## src/rtl/clock_set_fsm.sv

```systemverilog
// clock_set_fsm: turns debounced button strobes into time-set and alarm-set
// edits, holds the edit registers and the committed alarm, and issues a
// one-cycle load strobe to the timekeeper when a new time is committed.
module clock_set_fsm #(
  parameter int unsigned TIMEOUT_CYCLES = 120000000,
  parameter int unsigned CNT_W          = 32
) (
  input  logic       mclk,
  input  logic       rst,
  input  logic       setEvent,
  input  logic       alarmEvent,
  input  logic       incEvent,
  input  logic       decEvent,
  input  logic [4:0] curHour,
  input  logic [5:0] curMin,
  output logic [2:0] mode,
  output logic [4:0] editHour,
  output logic [5:0] editMin,
  output logic       loadTime,
  output logic [4:0] setHour,
  output logic [5:0] setMin,
  output logic [4:0] alarmHour,
  output logic [5:0] alarmMin,
  output logic       alarmEn
);

  typedef enum logic [2:0] {
    IDLE     = 3'd0,
    SET_HOUR = 3'd1,
    SET_MIN  = 3'd2,
    ALM_HOUR = 3'd3,
    ALM_MIN  = 3'd4
  } mode_e;

  localparam logic [CNT_W-1:0] CNT_LAST = CNT_W'(TIMEOUT_CYCLES - 1);

  mode_e            state_q;
  logic [4:0]       edit_hour_q;
  logic [5:0]       edit_min_q;
  logic             load_time_q;
  logic [4:0]       set_hour_q;
  logic [5:0]       set_min_q;
  logic [4:0]       alarm_hour_q;
  logic [5:0]       alarm_min_q;
  logic             alarm_en_q;
  logic [CNT_W-1:0] cnt_q;

  // Prioritised, mutually exclusive event view of the four strobes.
  logic ev_set, ev_alarm, ev_inc, ev_dec, ev_any;

  // Wrapping modulo-24 / modulo-60 step helpers.
  function automatic logic [4:0] hour_inc(input logic [4:0] h);
    return (h >= 5'd23) ? 5'd0 : h + 5'd1;
  endfunction

  function automatic logic [4:0] hour_dec(input logic [4:0] h);
    return (h == 5'd0 || h > 5'd23) ? 5'd23 : h - 5'd1;
  endfunction

  function automatic logic [5:0] min_inc(input logic [5:0] m);
    return (m >= 6'd59) ? 6'd0 : m + 6'd1;
  endfunction

  function automatic logic [5:0] min_dec(input logic [5:0] m);
    return (m == 6'd0 || m > 6'd59) ? 6'd59 : m - 6'd1;
  endfunction

  // Priority decode: set > alarm > inc > dec; lower ones are dropped.
  always_comb begin
    // NOTE: every combinational output gets a default first so no path
    // leaves it unassigned, which would otherwise infer a latch.
    ev_set   = 1'b0;
    ev_alarm = 1'b0;
    ev_inc   = 1'b0;
    ev_dec   = 1'b0;
    if (setEvent)        ev_set   = 1'b1;
    else if (alarmEvent) ev_alarm = 1'b1;
    else if (incEvent)   ev_inc   = 1'b1;
    else if (decEvent)   ev_dec   = 1'b1;
    ev_any = ev_set | ev_alarm | ev_inc | ev_dec;
  end

  // Edit state machine with all outputs registered.
  always_ff @(posedge mclk or posedge rst) begin
    // NOTE: the reset branch clears every register, including the committed
    // alarm, so a reset mid-edit leaves nothing half-applied.
    if (rst) begin
      state_q      <= IDLE;
      edit_hour_q  <= '0;
      edit_min_q   <= '0;
      load_time_q  <= 1'b0;
      set_hour_q   <= '0;
      set_min_q    <= '0;
      alarm_hour_q <= '0;
      alarm_min_q  <= '0;
      alarm_en_q   <= 1'b0;
      cnt_q        <= '0;
    end else begin
      // NOTE: non-blocking assignments throughout, so every register sees
      // the pre-edge values of the others regardless of statement order.
      load_time_q <= 1'b0;
      unique case (state_q)
        IDLE: begin
          cnt_q <= '0;
          if (ev_set) begin
            state_q     <= SET_HOUR;
            edit_hour_q <= (curHour > 5'd23) ? 5'd0 : curHour;
            edit_min_q  <= (curMin > 6'd59) ? 6'd0 : curMin;
          end else if (ev_alarm) begin
            state_q     <= ALM_HOUR;
            edit_hour_q <= alarm_hour_q;
            edit_min_q  <= alarm_min_q;
          end else if (ev_inc) begin
            alarm_en_q <= ~alarm_en_q;
          end
        end

        SET_HOUR, SET_MIN, ALM_HOUR, ALM_MIN: begin
          if (ev_any) cnt_q <= '0;

          if (ev_set) begin
            if (state_q == SET_HOUR) begin
              state_q <= SET_MIN;
            end else if (state_q == SET_MIN) begin
              state_q     <= IDLE;
              load_time_q <= 1'b1;
              set_hour_q  <= edit_hour_q;
              set_min_q   <= edit_min_q;
            end else begin
              state_q <= IDLE;      // abort alarm edit
            end
          end else if (ev_alarm) begin
            if (state_q == ALM_HOUR) begin
              state_q <= ALM_MIN;
            end else if (state_q == ALM_MIN) begin
              state_q      <= IDLE;
              alarm_hour_q <= edit_hour_q;
              alarm_min_q  <= edit_min_q;
              alarm_en_q   <= 1'b1;
            end else begin
              state_q <= IDLE;      // abort time edit
            end
          end else if (ev_inc) begin
            if (state_q == SET_HOUR || state_q == ALM_HOUR)
              edit_hour_q <= hour_inc(edit_hour_q);
            else
              edit_min_q <= min_inc(edit_min_q);
          end else if (ev_dec) begin
            if (state_q == SET_HOUR || state_q == ALM_HOUR)
              edit_hour_q <= hour_dec(edit_hour_q);
            else
              edit_min_q <= min_dec(edit_min_q);
          end else if (cnt_q == CNT_LAST) begin
            state_q <= IDLE;        // inactivity abort, nothing committed
            cnt_q   <= '0;
          end else begin
            cnt_q <= cnt_q + CNT_W'(1);
          end
        end

        default: begin
          state_q <= IDLE;
          cnt_q   <= '0;
        end
      endcase
    end
  end

  assign mode      = state_q;
  assign editHour  = edit_hour_q;
  assign editMin   = edit_min_q;
  assign loadTime  = load_time_q;
  assign setHour   = set_hour_q;
  assign setMin    = set_min_q;
  assign alarmHour = alarm_hour_q;
  assign alarmMin  = alarm_min_q;
  assign alarmEn   = alarm_en_q;

endmodule

```

## config.mk

```make
export PLATFORM = sky130hd
export DESIGN_NAME = clock_set_fsm
export DESIGN_NICKNAME = d
export VERILOG_FILES = /design/src/rtl/clock_set_fsm.sv
export SDC_FILE = /design/constraint.sdc
export NUM_CORES = 1
export LEC_CHECK = 0
export ABC_AREA = 1
export CORE_MARGIN = 4
export CORE_UTILIZATION = 30
export DETAILED_ROUTE_END_ITERATION = 10
export PLACE_DENSITY = 0.52
export SYNTH_ARGS = -nofsm -noshare
export SYNTH_HDL_FRONTEND = slang
export SYNTH_SLANG_ARGS = --single-unit
```

## constraint.sdc

```tcl
create_clock -name mclk -period 6.32 [get_ports mclk]
set_clock_uncertainty 0.15 [all_clocks]
set_input_delay 0.632 -clock mclk [delete_from_list [all_inputs] [get_ports mclk]]
set_output_delay 0.632 -clock mclk [all_outputs]
set_load 0.03 [all_outputs]
```

==> key figures <==
STA
  • FMAX: 361 MHz
  • Final Hold Vio Count: 0
  • Endpoints failing setup: 0
  • Worst-margin pin slew: 917 ps
  • Fin. max-slew vios: 0
  • Final min period: 2770 ps
  • Post-route clock period utilization: 0.439
  • Setup TNS: 0 ps
  • RSZ-0062 raised after global routing: false
  • Worst slew margin: 0.386

Route
  • Post-DR wirelength/cell: 14.5 microns
  • DRC Markers: 0
  • Detail Route Antenna Nets: 0
  • DR vias: 4281
  • Iter 0 DRT Violations: approximately 240
  • Vias per inst: 4.80
  • Final WL: 12.9 mm
  • Drt first pass iters: 4

Synthesis
  • Syn Nets: 676
  • Compound-cell area share of the yosys netlist: 0.0704
  • Async S/R FF share, synth: 1.00
  • Synth Area in XOR/XNOR: 0.0372
  • Share of the synthesized area in the top cell type: 0.391
  • Synth unique cells: 34
  • Ranking of synthesized cells by area: dfrtp_1, nand2_1, nor2_1
  • Post-synthesis adder-cell area fraction: 0.0168
  • Post-Syn Area: 4480 sq um
  • Count of state elements after synthesis: 70
  • Commonest cells in the netlist: nand2_1, nor2_1, dfrtp_1, inv_1, nand3_1
  • Post-synthesis cell count: 653
  • Most used DFF post-synth: dfrtp_1
  • Simple-Gate Fraction of Synth Area: 0.409
  • Largest family of logic cells by synthesized area: simple AND/OR/NAND/NOR gates
  • Number of synthesized flops with an enable pin: 0
  • Synth warn: 0
  • Average footprint of a synthesized cell: roughly 6.9 sq um
  • Most frequent cell after synthesis: nand2_1
  • Area leader, netlist: dfrtp_1
  • Proportion of synthesized area in mux cells: 0
  • Sequential share of the synthesized area: 0.391

Floorplan
  • Num rows: 44
  • Core Region: 14600 sq um
  • Top Ports: 55
  • Initial core utilization: 0.307
  • Chip height: about 130 microns
  • DIE AREA: 16900 sq um
  • Die Width: between 100 and 150 microns

Clock tree
  • # clock sinks: 70
  • Post-CTS setup buffers: 0
  • CTS Buf Count: 9
  • Quantity of hold-fixing buffers added after cts: 0
  • H-tree Lvls: 3
  • Cells resized by post-CTS repair: 0
  • CTS tree: built
  • CTS root buffer: clkbuf_16
  • CTS max path bufs: 2
  • Clock Pin Slew Worst Setup and Hold Paths: 60 ps
  • Worst skew pair latency: about 340 ps

Critical path
  • Arr. time, crit path: 2870 ps
  • WS Path Type: in2reg
  • Worst r2r src: cnt_q[0]
  • Reg2reg path depth: 8
  • CP endpoint: cnt_q[17]
  • Worst flop-to-flop path endpoint: cnt_q[17]
  • Endpoint class of the critical path: flop
  • CP startpoint kind: input port
  • Reg2Reg Setup Slack: 4100 ps
  • CP Launch Point: setEvent
  • Worst-path fanout max: 24
  • Req. time, crit path: approximately 6400 ps

Place
  • DP Cell Count: 876
  • Port bufs: 54
  • Gpl congestion: 0.879
  • Half-perimeter wire length after placement: 9.69 mm

Finish
  • Fin nets: around 730
  • Final std cells w/o fill: 892
  • Layout cells sized above 1: 0.0551
  • Number of diodes: 0
  • Area Growth Syn to Fin: 21.6%
  • Fillcell total: 1549

Min path
  • Worst min-delay path class: reg2reg

Pwr
  • Leak pwr: ~0.0023 uW
  • Pwr per Cell Area: 414 nW/um^2
  • Peak VDD IR: 0.000191 V

Global routing
  • Initial antenna violation count: 0
  • Total track usage: 0.157
  • Largest net degree at the start of global routing: 71
  • Vias in the first global route: 4130
  • Remaining Overflow, GRT: 0
  • First-pass GRT wire length: 21.1 mm

Flow run
  • Max Cap Viol: 0

Outcome
  • Status: finished clean
power breakdown:
group / internal, uW / switching (uW) / leakage (uW)
clock: 276 / 200 / 0.000135
sequential: 556 / 136 / 0.000938
combinational: 398 / 688 / 0.00127
total: 1230 / 1020 / 0.00235
area by class of cell:
class	instances	area, sq um	area share
flip-flops and latches	70	1750	0.322
repair buffers	55	548	0.101
inverters	65	246	0.0453
multi-input cells	502	2390	0.439
well taps	184	230	0.0423
clock inverters	5	35.0	0.00644
clock buffers	11	243	0.0446
sequential cells by signal, indices dropped and copies added, names as in the netlist:
signal,flops
editHour,5
cnt_q,32
loadTime,1
alarmHour,5
setMin,6
setHour,5
alarmEn,1
editMin,6
alarmMin,6
mode,3
layout by cell type, fill, tap and decap left out, types with 3 or more instances in the layout:
cell             count
xor2_1              15
ha_1                 6
nand2_1            194
o21ai_0             36
a21oi_1             19
nor2_2               3
nor3_1              12
dfrtp_1             70
nand3b_1             4
clkbuf_16            9
nand3_1             42
xnor2_1              4
inv_1               62
nor2_1             126
clkdlybuf4s50_1     54
nand4_1             18
nor3_2               6
worst min-delay path by stage:
stage                     startpoint         to  slack (ps)  depth (start not counted)
after detailed placement   setMin[1]  setMin[1]         320                          2
after global placement     setMin[1]  setMin[1]         320                          2
after floorplan             cnt_q[0]   cnt_q[0]         300                          1
after CTS                  setMin[1]  setMin[1]         340                          2
final                      setMin[1]  setMin[1]         330                          2
after global routing       setMin[4]  setMin[4]         360                          2
metal layers:
layer,share of wire,vias to the layer above,GRT usage
met5,0,-,0
met4,0.021,0,0.0538
met3,0.056,24,0.0487
met2,0.46,112,0.256
met1,0.46,1974,0.198
li1,-,2171,-
cell families (layout without fill, tap and decap cells):
group | count (synthesis) | in the layout
buffers and inverters | 81 | 136
and+or+nand+nor | 417 | 417
AOI/OAI and AO/OA | 60 | 60
DFF | 70 | 70
adders and majority gates | 6 | 6
xor gates and xnor gates | 19 | 19
per-stage QoR:
stage	worst slack, ps	total power [uW]	instance area (sq um)	hold WS, ps	util
detailed placement	3220	1790	5160	324	0.354
CTS	3590	2280	5440	339	0.373
global route	3340	2420	5440	363	0.373
floorplan	3770	1400	4480	302	-
global placement	3290	1790	5160	320	0.354
finish	3550	2260	5440	333	0.373
critical path: stages:
cell             delay [ps]
clkdlybuf4s50_1         750
inv_2                   400
nand2_1                 240
nor2_8                  230
nand3_4                 320
nor3_1                  280
(Power assumes the default switching activity.)
